File: src/rtl/sensor_pkg.sv
// Shared types and default timing constants for the sensor frame scheduler.
package sensor_pkg;

  // Scheduler states: wait for data, wait for the partner sensor, hold during MCU transaction.
  typedef enum logic [1:0] {
    IDLE    = 2'd0,
    COLLECT = 2'd1,
    FROZEN  = 2'd2
  } sched_state_t;

  typedef struct packed {
    logic signed [15:0] w;
    logic signed [15:0] x;
    logic signed [15:0] y;
    logic signed [15:0] z;
  } quat_t;

  typedef struct packed {
    logic signed [15:0] x;
    logic signed [15:0] y;
    logic signed [15:0] z;
  } gyro_t;

  // 1 ms pairing window and 100 ms staleness timeout at a 3 MHz clock.
  localparam int unsigned PAIR_WINDOW_DEFAULT  = 3000;
  localparam int unsigned STALE_CYCLES_DEFAULT = 300000;

endpackage

File: src/rtl/cs_synchronizer.sv
// Brings the MCU chip select into the clk domain and flags its falling edge.
// Flops reset to the idle-high (deselected) level so no false edge follows reset.
module cs_synchronizer (
  input  logic clk,
  input  logic reset,
  input  logic cs_n,
  output logic cs_s,
  output logic cs_fall
);

  logic sync1_r;
  logic sync2_r;
  logic prev_r;

  // Two-flop synchronizer plus one delayed copy for edge detection.
  always_ff @(posedge clk) begin
    if (reset) begin
      sync1_r <= 1'b1;
      sync2_r <= 1'b1;
      prev_r  <= 1'b1;
    end else begin
      sync1_r <= cs_n;
      sync2_r <= sync1_r;
      prev_r  <= sync2_r;
    end
  end

  assign cs_s    = sync2_r;
  assign cs_fall = prev_r & ~sync2_r;

endmodule

File: src/rtl/sensor_frame_sched.sv
// Pairs asynchronous quaternion and gyro reports into one coherent frame and
// publishes it to the SPI slave inputs only while the MCU is deselected.
module sensor_frame_sched
  import sensor_pkg::*;
#(
  parameter int unsigned PAIR_WINDOW  = PAIR_WINDOW_DEFAULT,
  parameter int unsigned STALE_CYCLES = STALE_CYCLES_DEFAULT
) (
  input  logic               clk,
  input  logic               reset,
  input  logic               quat_in_valid,
  input  logic signed [15:0] quat_in_w,
  input  logic signed [15:0] quat_in_x,
  input  logic signed [15:0] quat_in_y,
  input  logic signed [15:0] quat_in_z,
  input  logic               gyro_in_valid,
  input  logic signed [15:0] gyro_in_x,
  input  logic signed [15:0] gyro_in_y,
  input  logic signed [15:0] gyro_in_z,
  input  logic               cs_n,
  output logic               quat1_valid,
  output logic signed [15:0] quat1_w,
  output logic signed [15:0] quat1_x,
  output logic signed [15:0] quat1_y,
  output logic signed [15:0] quat1_z,
  output logic               gyro1_valid,
  output logic signed [15:0] gyro1_x,
  output logic signed [15:0] gyro1_y,
  output logic signed [15:0] gyro1_z,
  output logic               data_ready
);

  localparam int WIN_W   = $clog2(PAIR_WINDOW + 1);
  localparam int STALE_W = $clog2(STALE_CYCLES + 1);

  localparam logic [WIN_W-1:0]   WIN_LOAD  = WIN_W'(PAIR_WINDOW);
  localparam logic [WIN_W-1:0]   WIN_ZERO  = {WIN_W{1'b0}};
  localparam logic [WIN_W-1:0]   WIN_ONE   = WIN_W'(1);
  localparam logic [STALE_W-1:0] STALE_MAX = STALE_W'(STALE_CYCLES);
  localparam logic [STALE_W-1:0] STALE_PRE = STALE_W'(STALE_CYCLES - 1);
  localparam logic [STALE_W-1:0] STALE_ONE = STALE_W'(1);

  logic               cs_s;
  logic               cs_fall;

  quat_t              q_stage_r;
  gyro_t              g_stage_r;
  logic               q_pend_r;
  logic               g_pend_r;
  logic [STALE_W-1:0] q_cnt_r;
  logic [STALE_W-1:0] g_cnt_r;
  logic               q_stale_s;
  logic               g_stale_s;
  logic               q_going_stale_s;
  logic               g_going_stale_s;

  sched_state_t       state_r;
  sched_state_t       state_nxt_s;
  logic [WIN_W-1:0]   win_cnt_r;
  logic [WIN_W-1:0]   win_nxt_s;
  logic               publish_s;

  quat_t              q_pub_r;
  gyro_t              g_pub_r;
  logic               q_pub_valid_r;
  logic               g_pub_valid_r;
  logic               data_ready_r;

  cs_synchronizer u_cs_sync (
    .clk     (clk),
    .reset   (reset),
    .cs_n    (cs_n),
    .cs_s    (cs_s),
    .cs_fall (cs_fall)
  );

  // A sensor is stale once its counter saturates; the transition cycle re-arms pend
  // so the cleared valid flag reaches the MCU.
  assign q_stale_s       = (q_cnt_r == STALE_MAX);
  assign g_stale_s       = (g_cnt_r == STALE_MAX);
  assign q_going_stale_s = ~quat_in_valid & (q_cnt_r == STALE_PRE);
  assign g_going_stale_s = ~gyro_in_valid & (g_cnt_r == STALE_PRE);

  // Staging registers: always accept, newest sample wins, even while frozen.
  always_ff @(posedge clk) begin
    if (reset) begin
      q_stage_r <= '0;
      g_stage_r <= '0;
    end else begin
      if (quat_in_valid) begin
        q_stage_r <= {quat_in_w, quat_in_x, quat_in_y, quat_in_z};
      end
      if (gyro_in_valid) begin
        g_stage_r <= {gyro_in_x, gyro_in_y, gyro_in_z};
      end
    end
  end

  // Per-sensor silence counters saturating at the staleness threshold.
  always_ff @(posedge clk) begin
    if (reset) begin
      q_cnt_r <= STALE_MAX;
      g_cnt_r <= STALE_MAX;
    end else begin
      if (quat_in_valid) begin
        q_cnt_r <= {STALE_W{1'b0}};
      end else if (!q_stale_s) begin
        q_cnt_r <= q_cnt_r + STALE_ONE;
      end
      if (gyro_in_valid) begin
        g_cnt_r <= {STALE_W{1'b0}};
      end else if (!g_stale_s) begin
        g_cnt_r <= g_cnt_r + STALE_ONE;
      end
    end
  end

  // Pend bits: a new sample or a fresh staleness event beats a same-cycle publish clear.
  always_ff @(posedge clk) begin
    if (reset) begin
      q_pend_r <= 1'b0;
      g_pend_r <= 1'b0;
    end else begin
      if (quat_in_valid || q_going_stale_s) begin
        q_pend_r <= 1'b1;
      end else if (publish_s) begin
        q_pend_r <= 1'b0;
      end
      if (gyro_in_valid || g_going_stale_s) begin
        g_pend_r <= 1'b1;
      end else if (publish_s) begin
        g_pend_r <= 1'b0;
      end
    end
  end

  // Scheduler state and pairing-window register.
  always_ff @(posedge clk) begin
    if (reset) begin
      state_r   <= IDLE;
      win_cnt_r <= WIN_ZERO;
    end else begin
      state_r   <= state_nxt_s;
      win_cnt_r <= win_nxt_s;
    end
  end

  // Next-state logic; a low chip select always takes priority over publishing.
  always_comb begin
    state_nxt_s = state_r;
    win_nxt_s   = win_cnt_r;
    publish_s   = 1'b0;
    case (state_r)
      IDLE: begin
        if (!cs_s) begin
          state_nxt_s = FROZEN;
        end else if (q_pend_r && g_pend_r) begin
          publish_s = 1'b1;
        end else if (q_pend_r || g_pend_r) begin
          state_nxt_s = COLLECT;
          win_nxt_s   = WIN_LOAD;
        end else begin
          state_nxt_s = IDLE;
        end
      end
      COLLECT: begin
        if (!cs_s) begin
          state_nxt_s = FROZEN;
          win_nxt_s   = WIN_ZERO;
        end else if ((q_pend_r && g_pend_r) || (win_cnt_r == WIN_ZERO)) begin
          publish_s   = 1'b1;
          state_nxt_s = IDLE;
        end else begin
          win_nxt_s = win_cnt_r - WIN_ONE;
        end
      end
      FROZEN: begin
        if (cs_s) begin
          state_nxt_s = IDLE;
        end else begin
          state_nxt_s = FROZEN;
        end
      end
      default: begin
        state_nxt_s = IDLE;
        win_nxt_s   = WIN_ZERO;
      end
    endcase
  end

  // Published frame: copy staging and freshness flags in a single edge.
  always_ff @(posedge clk) begin
    if (reset) begin
      q_pub_r       <= '0;
      g_pub_r       <= '0;
      q_pub_valid_r <= 1'b0;
      g_pub_valid_r <= 1'b0;
    end else if (publish_s) begin
      q_pub_r       <= q_stage_r;
      g_pub_r       <= g_stage_r;
      q_pub_valid_r <= ~q_stale_s;
      g_pub_valid_r <= ~g_stale_s;
    end
  end

  // data_ready: set by publish, cleared when a transaction starts (never both at once).
  always_ff @(posedge clk) begin
    if (reset) begin
      data_ready_r <= 1'b0;
    end else if (publish_s) begin
      data_ready_r <= 1'b1;
    end else if (cs_fall) begin
      data_ready_r <= 1'b0;
    end
  end

  assign quat1_valid = q_pub_valid_r;
  assign quat1_w     = q_pub_r.w;
  assign quat1_x     = q_pub_r.x;
  assign quat1_y     = q_pub_r.y;
  assign quat1_z     = q_pub_r.z;
  assign gyro1_valid = g_pub_valid_r;
  assign gyro1_x     = g_pub_r.x;
  assign gyro1_y     = g_pub_r.y;
  assign gyro1_z     = g_pub_r.z;
  assign data_ready  = data_ready_r;

endmodule
File: config.mk
export PLATFORM = sky130hd
export DESIGN_NAME = sensor_frame_sched
export DESIGN_NICKNAME = d
export VERILOG_FILES = /design/src/rtl/sensor_pkg.sv /design/src/rtl/cs_synchronizer.sv /design/src/rtl/sensor_frame_sched.sv
export SDC_FILE = /design/constraint.sdc
export NUM_CORES = 1
export LEC_CHECK = 0
export ABC_CLOCK_PERIOD_IN_PS = 2720
export CAP_MARGIN = 10
export CORE_MARGIN = 5
export CORE_UTILIZATION = 28
export CTS_BUF_LIST = sky130_fd_sc_hd__clkbuf_4
export CTS_CLUSTER_SIZE = 16
export DETAILED_ROUTE_END_ITERATION = 8
export DONT_BUFFER_PORTS = 1
export MAX_ROUTING_LAYER = met4
export SETUP_SLACK_MARGIN = 0.5
export SLEW_MARGIN = 20
export SYNTH_ARGS = -nofsm -noshare
export SYNTH_HDL_FRONTEND = slang
export SYNTH_SLANG_ARGS = --single-unit
File: constraint.sdc
create_clock -name clk -period 2.72 [get_ports clk]
set_input_delay 0.136 -clock clk [delete_from_list [all_inputs] [get_ports clk]]
set_output_delay 0.136 -clock clk [all_outputs]
set_load 0.1 [all_outputs]
# == After elaboration in Yosys (flattened, before gate mapping) ==
# Cells that the tools add are included.
# W data, S select, Z words.
# op_classes
addsub,3
eq_ne,14
n_mux,27
bitwise_logic,9
n_reduce_logical,14
# op_table
cell,n
$eq A19 B19 Y1 const B,4
$mux W19,4
$mux W12,5
$add A19 B1 Y19 const B,2
$pmux W12 S3,1
$logic_not A12 Y1,1
$sub A12 B1 Y12 const B,1
$mux W1,10
$mux W2,5
$ne A3 B3 Y1 const B,3
$ne A2 B2 Y1 const B,4
$not A1 Y1,6
$pmux W2 S3,1
$reduce_bool A2 Y1,3
$reduce_and A5 Y1,1
$logic_or A1 B1 Y1,4
$reduce_or A2 Y1,2
$and A1 B1 Y1,3
$eq A2 B1 Y1 const B,1
$eq A2 B2 Y1 const B,1
$logic_not A2 Y1,1
$ne A2 B1 Y1 const B,1
$pmux W1 S2,1
$reduce_and A2 Y1,1
$logic_and A1 B1 Y1,1
# word_totals
reg_bits,284
inputBits,117

# == Depth between registers and ports, before layout ==
# Gate-level depths: netlist (run 1).
# depth
depth_word,7
mapped_depth,10
mapped_depth_nobuf,7

# == Cells and area by module ==
# A second synthesis (run 1) with hierarchy kept.
# hier_totals
hier_cells,1260
area_unflattened_um2,11328.4
# modules_own_cells
mod,instances,cells_per_inst,area_each_um2,seq_area_each_um2
sensor_frame_sched,1,1253,11243.3,5625.4
cs_synchronizer,1,7,85.1,60.1

# == Worst setup path after synthesis (run 1) ==
# No wires, ideal clock.
# synth_timing
kind,reg2reg
startpoint,reg win_cnt_r[0]
endpoint,"reg q_pub_r, in the netlist quat1_y[0]"
arrival_ns,1.955
setup_slack_ns,0.695
path_stages_with_launch,11
path_buffers,3
synth_period_minus_slack_ns,2.025
path_cell_list,dfxtp_1 > inv_1 > ha_1 > nor4b_2 > a31oi_4 > a21o_1 > buf_2 > buf_2 > buf_1 > nand2_1 > a21oi_1
# synth_between
elab_chain_len,5
# synth_lines
element,line_no,text
"start, declared",sensor_frame_sched.sv:59,logic [WIN_W-1:0] win_cnt_r;
"start signal, assigned",sensor_frame_sched.sv:144,win_cnt_r <= win_nxt_s;
$logic_not A12 Y1,sensor_frame_sched.sv:170,end else if ((q_pend_r && g_pend_r) || (win_cnt_r == WIN_ZERO)) begin
$logic_or A1 B1 Y1,sensor_frame_sched.sv:170,
$mux W1,sensor_frame_sched.sv:170,
$mux W1,sensor_frame_sched.sv:167,if (!cs_s) begin
$pmux W1 S2,sensor_frame_sched.sv:153,case (state_r)
"end signal, assigned",sensor_frame_sched.sv:199,q_pub_r <= q_stage_r;
"end, declared",sensor_frame_sched.sv:63,quat_t q_pub_r;
# No other way between the ends.
# A chain may end at the register's enable or synchronous reset.

# == Worst setup path in the final report (run 1) ==
# layout_timing
startpoint,reg win_cnt_r[5]
endpoint,reg state_r[0]
# layout_between
elab_chain_len,4
# layout_lines
element,line_no,text
$logic_not A12 Y1,sensor_frame_sched.sv:170,
$logic_or A1 B1 Y1,sensor_frame_sched.sv:170,
$ne A3 B3 Y1 (no source line),--,
$reduce_and A2 Y1 (no source line),--,
"end signal, assigned",sensor_frame_sched.sv:143,state_r <= state_nxt_s;
"end, declared",sensor_frame_sched.sv:57,sched_state_t state_r;
# No other way between the ends.

==> reports/metrics.csv, run 1 <==
metric,value,unit
hold_ws,-0.4549,ns
synth_top_cells_by_count,"284 x dfxtp_1, 240 x nand2_1, 149 x nor2_1",
port_buffers,0,
synth_compound_gate_area_share,9.404,%
synth_adder_area_share,1.168,%
synth_edf_count,0,
nNetsFinal,1753,
m1WireLength,12680,um
status,finished with violations,
ctsHoldBuffers,296,
min_to,quat1_w[2],
die_height,205.6,um
p_per_area,652.5,mW/mm^2
wl_met3,2662,um
place_hpwl,17380,um
fin_skew,0.05277,ns
drc,0,
worst_slack,0.5749,ns
cts-root-buf,clkbuf_4,
fp-row-count,71,
min_from,reset,
yosys_warnings,0,
async_reset_ff_share,0,%
cts_tree,yes,
netlist_top_cells_area,"dfxtp_1 53%, mux2i_1 11%, nand2_1 8.4%, a21oi_1 6.1%, nor2_1 5.2%",
crit_type,reg -> reg,
reg2reg_slack,0.57,ns
period_minus_slack,2.145,ns
final_cell_count_no_fill,2195,
cp_max_fo,8,
rsz0062_at_grt,true,
wl_met2,16250,um
placed_cells,1755,
synth.distinct_cells,50,
synth.avg_cell_area,8.933,sq um
grt_pass1_wl,52560,um
cp-start-kind,flip-flop,
slew_headroom,46.57,%
grtUsageTotal,15.69,%
avgRoutedWirePerCell,14.99,um
syn_inst,1199,
grt_max_degree,263,
grt_pass1_vias,10667,
finalWirelength,32900,um
clock.fmax,466.2,MHz
synth.largest_area_cell,dfxtp_1,
num_vias,10022,
drt_first_iter_violations,431,
place_congestion,0.8383,
finalCritPeriodShare,78.86,%
whs_path_depth,1,
clockBufferDepth,3,
synth_top_family_by_area,simple AND/OR/NAND/NOR gates,
routed_via_density,4.566,
cts.clk_slew.worst_paths,0.06,ns
critPathRequiredTime,3.35,ns
coreArea,0.03776,sq mm
clock_latency,0.72,ns
power.leakage,0.006749,uW
htree_levels,3,
ant_nets,0,
synthMuxAreaShare,10.75,%
syn_area,0.01071,sq mm
cts_buffers,80,
ys_seq_elements,284,
syn_to_final_growth,50.20,%
rr_worst_depth,6,
violations,hold timing,
dp_slack,0.4751,ns
seq_area_frac_synth,53.08,%
hold_path_class,in -> reg,
hold_violations,131,
r2r-end,state_r[0],
numClockSinks,284,
yosys.area_share.simple,19.02,%
synth.most_common_cell,dfxtp_1,
reg2reg_from,win_cnt_r[5],
grt.overflow.total,0,
drive_above_1_share,16.42,%
synth_xor_area_share,2.944,%
synth.top_cell.area_share,53.08,%
io-pin-count,232,
fin_setup_tns,0,ns
ir_worst_vdd,364.3,uV
routed.top_layer,met4,
synth_nets,1326,
slew_violations,0,
die-area,0.04226,sq mm
end_kind,flip-flop,
tightest_slew,0.8015,ns
start_util,28.37,%
antenna_found_initial,3,
die_w,205.6,um
yosys_most_used_dff,dfxtp_1,
crit_arrival,2.78,ns
first_pass_iters,5,
setup_viol,0,
maxCapViolations,0,
cell usage in the layout, fill, tap and decap left out, types with 2 or more instances in the layout:
master / n
or4b_1: 2
nand4_1: 7
a21o_1: 2
nand2_1: 240
and4_1: 4
nor3_1: 12
and2_1: 2
o21ai_0: 17
xor2_1: 23
or4_1: 2
nor2_1: 149
nor4_1: 6
nand3_1: 20
a31oi_1: 2
clkbuf_4: 114
a21oi_1: 130
a211oi_1: 2
nor4_2: 2
and3_1: 7
or2_2: 7
buf_12: 3
diode_2: 3
dfxtp_2: 2
clkinv_2: 3
mux2i_1: 115
or3b_2: 2
nor4b_1: 2
xnor2_1: 13
dfxtp_1: 282
nand2b_1: 4
nor2b_1: 2
inv_1: 15
ha_1: 9
buf_16: 2
o21bai_1: 16
buf_4: 124
dlygate4sd3_1: 294
clkinv_1: 15
bufinv_16: 2
inv_2: 2
registers in the layout, summed over array words and instances, names as in the netlist, 2 cells and up:
register,flops
quat1_y,16
quat1_z,16
gyro1_y,16
g_cnt_r,19
quat1_w,16
gyro1_x,16
gyro1_z,16
g_stage_r,48
win_cnt_r,12
state_r,2
quat1_x,16
q_stage_r,64
q_cnt_r,19
logic make-up after synthesis:
family	Yosys count
fa+ha+maj	10
simple gates	478
buf+inv	94
compound gates	182
flops	284
xor+xnor	36
mux	115
worst max path at each step:
stage	from	end	slack (ns)	depth (start not counted)
final	win_cnt_r[5]	state_r[0]	0.57	6
after global routing	win_cnt_r[0]	g_pend_r	0.45	9
after CTS	win_cnt_r[4]	gyro1_y[0]	0.45	6
after detailed placement	state_r[0]	quat1_z[5]	0.48	8
after global placement	state_r[0]	quat1_y[10]	0.54	8
after floorplan	win_cnt_r[0]	quat1_y[0]	0.69	10
where the power goes:
group          leakage, uW  internal [uW]  switching, uW
sequential         0.00233           4390            163
combinational      0.00382            801           1240
clock             0.000601           2110           1790
total              0.00675           7300           3190
through the flow:
stage / hold WS (ns) / util (%) / total power, uW / cell area (sq um)
after floorplan: 0.2398 / - / 5881 / 10710
after global placement: 0.2429 / 31.75 / 6114 / 11990
after global routing: -0.5752 / 42.61 / 11050 / 16090
after detailed placement: 0.2436 / 31.75 / 6140 / 11990
after CTS: -0.5641 / 42.35 / 10520 / 15990
final: -0.4549 / 42.61 / 10500 / 16090
per-layer routing:
layer	GRT usage [%]	vias to the layer above
met5	-	-
met4	8.062	0
met3	6.005	109
met2	26.32	320
met1	15.99	4704
li1	-	4889
area by class of cell:
class / count / area (sq um)
Clock buffer: 114 / 855.8
Tap cell: 511 / 639.4
Timing Repair Buffer: 424 / 4004
Multi-Input combinational cell: 821 / 4688
Clock inverter: 23 / 147.6
Inverter: 15 / 56.30
Antenna cell: 3 / 7.507
Fill cell: 3565 / 21670
Sequential cell: 284 / 5688
critical path, stage by stage, from the launching register on:
cell and delay (ns):
dfxtp_1 0.38, nor4_4 0.43, a31oi_4 0.21, a21o_1 0.23, buf_4 0.14, or4b_1 0.50, a21oi_1 0.16
timing repair:
item                                    CTS  global route
buffers inserted                          0             4
gates resized for setup                   1            17
endpoints found under the setup margin   57           112
endpoints found under the hold margin   284           133
pin swaps                                 0             4
No activity file was read; power rests on OpenSTA's default activity.
==> run 2: changes to the inputs <==
--- a/config.mk
+++ b/config.mk
@@ -5,7 +5,7 @@
 export SDC_FILE = /design/constraint.sdc
 export NUM_CORES = 1
 export LEC_CHECK = 0
-export ABC_CLOCK_PERIOD_IN_PS = 2720
+export ABC_CLOCK_PERIOD_IN_PS = 2200
 export CAP_MARGIN = 10
 export CORE_MARGIN = 5
 export CORE_UTILIZATION = 28
==> constraint.sdc (replaced) <==
create_clock -name clk -period 2.2 [get_ports clk]
set_input_delay 0.11 -clock clk [delete_from_list [all_inputs] [get_ports clk]]
set_output_delay 0.11 -clock clk [all_outputs]
set_load 0.1 [all_outputs]
==> reports/metrics.csv, run 2 (synthesized netlist as in run 1, its figures left out) <==
metric,value,unit,change
drive_above_1_share,25.46,%,+9.0 points
hold_ws,-0.4850,ns,-0.03008 ns
fin_setup_tns,0,ns,unchanged
die_height,205.6,um,unchanged
nNetsFinal,1769,,+0.91%
finalCritPeriodShare,89.56,%,+11 points
final_common_cell,dfxtp_1,,
place_congestion,0.7889,,-5.9%
start_util,28.37,%,unchanged
io-pin-count,232,,unchanged
clockBufferDepth,3,,unchanged
crit_arrival,2.58,ns,-0.20 ns
num_vias,10262,,+2.4%
grt_pass1_wl,55820,um,+6.2%
clock_latency,0.72,ns,about the same
ir_worst_vdd,500.2,uV,+37%
rsz0062_at_grt,true,,
die_w,205.6,um,unchanged
regArea,0.005729,sq mm,+0.73%
final_cell_count_no_fill,2203,,+0.36%
ctsHoldBuffers,306,,+3.4%
finalWirelength,36390,um,+11%
reg_top3,"q_stage_r x64, g_stage_r x48",,
status,finished with violations,,
die-area,0.04226,sq mm,unchanged
crit_type,reg -> reg,,
numClockSinks,284,,unchanged
cts.clk_slew.worst_paths,0.06,ns,about the same
largest_reg_flops,64,,unchanged
grtUsageTotal,16.90,%,+1.2 points
period_minus_slack,1.970,ns,-0.1747 ns
end_kind,flip-flop,,
fin_skew,0.05024,ns,-0.002533 ns
slew_headroom,63.30,%,+17 points
coreArea,0.03776,sq mm,unchanged
place_hpwl,17110,um,-1.6%
cpMaxStageDelayCell,dfxtp_2,,
placed_cells,1755,,unchanged
drc,0,,unchanged
cp_slowest_stage_delay,0.33,ns,-0.17 ns
multi_input_area,0.005149,sq mm,+9.8%
cp-start-kind,flip-flop,,
fp-row-count,71,,unchanged
maxCapViolations,0,,unchanged
hold_path_class,in -> reg,,
syn_to_final_growth,59.38,%,
cp_max_fo,28,,+20
cts-root-buf,clkbuf_4,,
routed_via_density,4.658,,+2.0%
final_cell_mix,"253 x dfxtp_1, 217 x dlygate4sd3_1, 212 x nand2_1",,
grt.overflow.total,0,,unchanged
critPathRequiredTime,2.80,ns,-0.55 ns
ant_nets,0,,unchanged
hold_violations,152,,+16%
tightest_slew,0.5505,ns,-0.2509 ns
htree_levels,3,,unchanged
final.fill_count,3413,,-4.3%
port_buffers,0,,unchanged
first_pass_iters,5,,unchanged
power.leakage,0.007512,uW,+11%
drt_first_iter_violations,571,,+32%
p_per_area,791.4,mW/mm^2,+21%
avgRoutedWirePerCell,16.52,um,+10%
regMostFlops,q_stage_r,,
slew_violations,0,,unchanged
grt_pass1_vias,10793,,+1.2%
path_cells,inv_2 > ha_4 > nor4b_4 > a31oi_4 > buf_4 > a21o_4 > buf_12 > nand2_1 > a21oi_1,,
cts_buffers,80,,unchanged
cts_tree,yes,,
setup_viol,0,,unchanged
clock.fmax,507.5,MHz,+8.9%
grt_max_degree,263,,unchanged
violations,hold timing,,
antenna_found_initial,3,,unchanged
-- run 2: changes by cell type in the layout (fill, tap and decap cells not counted), moves of 16 or more --
cell | before | now
buf_4 | 124 | 141
dfxtp_1 | 282 | 253
dlymetal6s4s_1 | 0 | 53
a21oi_2 | 1 | 29
nand2_2 | 0 | 16
dfxtp_2 | 2 | 29
a21oi_1 | 130 | 102
nand2_1 | 240 | 212
dlygate4sd3_1 | 294 | 217
-- run 2: path summary, 6_finish.rpt --
kind,endpoint,start,cells after the start,slack (ns)
max,gyro1_y[8],win_cnt_r[1],9,0.23
min,quat1_w[14],reset,1,-0.49
max reg2reg,gyro1_y[8],win_cnt_r[1],9,0.23
min reg2reg,gyro1_x[6],g_stage_r[38],2,0.41
-- run 2: per-stage QoR --
step           power, uW  util [%]  instance area [sq um]  worst slack (ns)  hold WS (ns)
2_1_floorplan       7357         -                  10870            0.3837        0.2138
3_3_place_gp        7620     32.07                  12110            0.2716        0.2077
3_5_place_dp        7650     32.07                  12110            0.2042        0.2159
4_1_cts            13460     44.69                  16870            0.3391       -0.6340
5_1_grt            14190     45.21                  17070            0.1126       -0.6182
6_report           13510     45.21                  17070            0.2296       -0.4850
-- run 2: power by group --
group,switching (uW),internal (uW),leakage (uW),total (uW)
Sequential,221,5440,0.00234,5660
Combinational,1760,1350,0.00459,3110
Clock,2180,2560,0.000582,4740
-- run 2: worst max-delay path, delay by kind of cell, from the launching register on --
family                   cells  cell delay (ns)
flip-flops                   1             0.33
buffers and inverters        3             0.43
adder cells (fa/ha/maj)      1             0.14
AO/OA/AOI/OAI                3             0.70
AND/OR/NAND/NOR              2             0.24
-- run 2: layout make-up --
type	count	share of cell area [%]
diodes	3	0.04398
clock buffers	119	5.233
clock inverters	10	0.4325
inverters	15	0.3298
multi-input cells	823	30.16
flip-flops and latches	284	33.56
well taps	511	3.746
repair buffers	438	26.49
-- run 2: what timing repair did --
action / in CTS / in global routing
pin swaps: 23 / 49
gates cloned: 9 / 4
setup endpoints to repair: 141 / 240
setup buffers: 25 / 6
resized for setup: 58 / 138
endpoints found under the hold margin: 284 / 159
-- run 2: layer usage --
layer	vias to the layer above	global-route usage, %	wire, um
li1	4940	-	-
met1	4859	18.37	14230
met2	352	28.04	17690
met3	111	5.485	2956
met4	0	8.038	1504
met5	-	-	0
==> run 3: changes to the inputs <==
--- a/config.mk
+++ b/config.mk
@@ -7,12 +7,12 @@
 export LEC_CHECK = 0
 export ABC_CLOCK_PERIOD_IN_PS = 2200
 export CAP_MARGIN = 10
-export CORE_MARGIN = 5
 export CORE_UTILIZATION = 28
 export CTS_BUF_LIST = sky130_fd_sc_hd__clkbuf_4
 export CTS_CLUSTER_SIZE = 16
 export DETAILED_ROUTE_END_ITERATION = 8
 export DONT_BUFFER_PORTS = 1
+export HOLD_SLACK_MARGIN = 0.15
 export MAX_ROUTING_LAYER = met4
 export SETUP_SLACK_MARGIN = 0.5
 export SLEW_MARGIN = 20
==> reports/metrics.csv, run 3 (synthesized netlist as in run 1, its figures left out) <==
metric,value,unit,change
reg2reg_slack,0.27,ns,+0.04 ns
rr_worst_depth,11,,+2
power.leakage,0.007488,uW,-0.33%
maxCapViolations,0,,unchanged
setup_viol,0,,unchanged
cts.clk_slew.worst_paths,0.06,ns,about the same
violations,hold timing,,
slew_violations,0,,unchanged
io-pin-count,232,,unchanged
drive_above_1_share,33.05,%,+7.6 points
p_int,9400,uW,+0.61%
multi_input_area,0.005545,sq mm,+7.7%
grt_max_degree,263,,unchanged
switching_share,31.47,%,+0.64 points
cts_tree,yes,,
clockBufferDepth,3,,unchanged
avgRoutedWirePerCell,17.15,um,+3.8%
slew_headroom,33.90,%,-29 points
finalCritPeriodShare,87.71,%,-1.8 points
r2r-end,gyro1_x[12],,
cp-start-kind,flip-flop,,
drc,0,,unchanged
final.fill_count,3422,,+0.26%
tightest_slew,0.9915,ns,+0.4409 ns
clock_latency,0.74,ns,+0.02 ns
htree_levels,3,,unchanged
fp-row-count,71,,unchanged
worst_slack,0.2703,ns,+0.04065 ns
period_minus_slack,1.930,ns,-0.04065 ns
end_kind,flip-flop,,
largest_reg_flops,64,,unchanged
fin_setup_tns,0,ns,unchanged
final_cell_mix,"240 x dfxtp_1, 185 x dlygate4sd3_1, 172 x nand2_1",,
die_w,197.6,um,-3.9%
place_congestion,0.7486,,-5.1%
hold_ws,-0.4861,ns,-0.001112 ns
die_height,197.6,um,-3.9%
grtUsageTotal,18.06,%,+1.2 points
nNetsFinal,1740,,-1.6%
fin_util,46.12,%,+0.91 points
routed_via_density,4.672,,+0.30%
p_per_area,789.6,mW/mm^2,-0.22%
reg_top3,"q_stage_r x64, g_stage_r x48",,
grt_pass1_wl,53360,um,-4.4%
start_util,28.43,%,+0.067 points
coreArea,0.03767,sq mm,-0.24%
syn_to_final_growth,62.20,%,
clock.fmax,518.2,MHz,+2.1%
critPathRequiredTime,2.81,ns,about the same
grt_pass1_vias,10278,,-4.8%
critPathCapture,gyro1_x[12],,
grt.overflow.total,0,,unchanged
p_switching,4317,uW,+3.6%
crit_path_start,state_r[0],,
regArea,0.005751,sq mm,+0.37%
numClockSinks,284,,unchanged
final_common_cell,dfxtp_1,,
cp_max_fo,8,,-71%
reg2reg_from,state_r[0],,
hold_path_class,in -> reg,,
combPwrFrac,25.3,%,+2.3 points
p_clk_share,33.5,%,-1.6 points
p_seq_share,41.3,%,-0.6 points
crit_arrival,2.54,ns,-0.04 ns
die-area,0.03904,sq mm,-7.6%
finalWirelength,37270,um,+2.4%
ant_nets,0,,unchanged
fin_skew,0.04905,ns,-0.001191 ns
port_buffers,0,,unchanged
status,finished with violations,,
crit_type,reg -> reg,,
antenna_found_initial,1,,-2
hold_violations,142,,-6.6%
ir_worst_vdd,568.6,uV,+14%
rsz0062_at_grt,true,,
dp_slack,0.2272,ns,+0.02296 ns
num_vias,10157,,-1.0%
cts_buffers,77,,-3.8%
regMostFlops,q_stage_r,,
cts-root-buf,clkbuf_4,,
first_pass_iters,5,,unchanged
drt_first_iter_violations,362,,-37%
power,13720,uW,+1.5%
place_hpwl,16030,um,-6.3%
## run 3: per-layer routing
layer / global-route usage, % / part of all wire (%) / up-vias
met3: 5.498 / 6.8 / 90
met1: 18.83 / 39 / 4877
met5: - / 0 / -
met2: 30.57 / 51 / 312
met4: 9.589 / 3.7 / 0
li1: - / - / 4878
## run 3: worst min path at each step
stage | to | from | cells past startpoint
after global routing | data_ready | reset | 1
final | data_ready | reset | 1
after global placement | q_stage_r[62] | reset | 1
after floorplan | u_cs_sync.sync1_r | cs_n | 1
after CTS | quat1_valid | reset | 1
after detailed placement | win_cnt_r[1] | reset | 1
## run 3: critical path, stage by stage (launching register included)
cell,delay (ns)
dfxtp_4,0.36
inv_2,0.08
ha_4,0.13
and3_4,0.19
o21ai_2,0.07
buf_4,0.16
a21oi_4,0.14
buf_4,0.15
buf_12,0.15
clkbuf_16,0.17
nand2_1,0.06
a21oi_2,0.12
## run 3: cell type report
class / count / share of cell area [%]
clock buffer: 111 / 4.797
timing repair buffer: 413 / 25.64
antenna: 2 / 0.02881
tap: 511 / 3.680
multi-input combinational: 822 / 31.92
sequential: 284 / 33.10
inverter: 15 / 0.3241
clock inverter: 16 / 0.5042
## run 3: metrics by stage
stage	std cells	instance area (sq um)
2_1_floorplan	1199	10870
6_report	2174	17370
5_1_grt	2174	17370
3_5_place_dp	1755	12100
3_3_place_gp	1755	12100
4_1_cts	2182	16670
## run 3: what timing repair did
action | CTS | global route
cloned | 18 | 12
resized for setup | 109 | 221
buffers inserted | 26 | 17
setup endpoints to repair | 139 | 235
endpoints found under the hold margin | 284 | 257
hold buffers | 256 | 15
pin swaps | 50 | 66
## run 3: power groups by stage
stage	combinational, uW	clock, uW	sequential [uW]
global placement	1890	0	5720
CTS	3080	4720	5630
finish	3460	4590	5660
floorplan	1020	0	6330
global route	3650	5050	5690
detailed placement	1910	0	5740
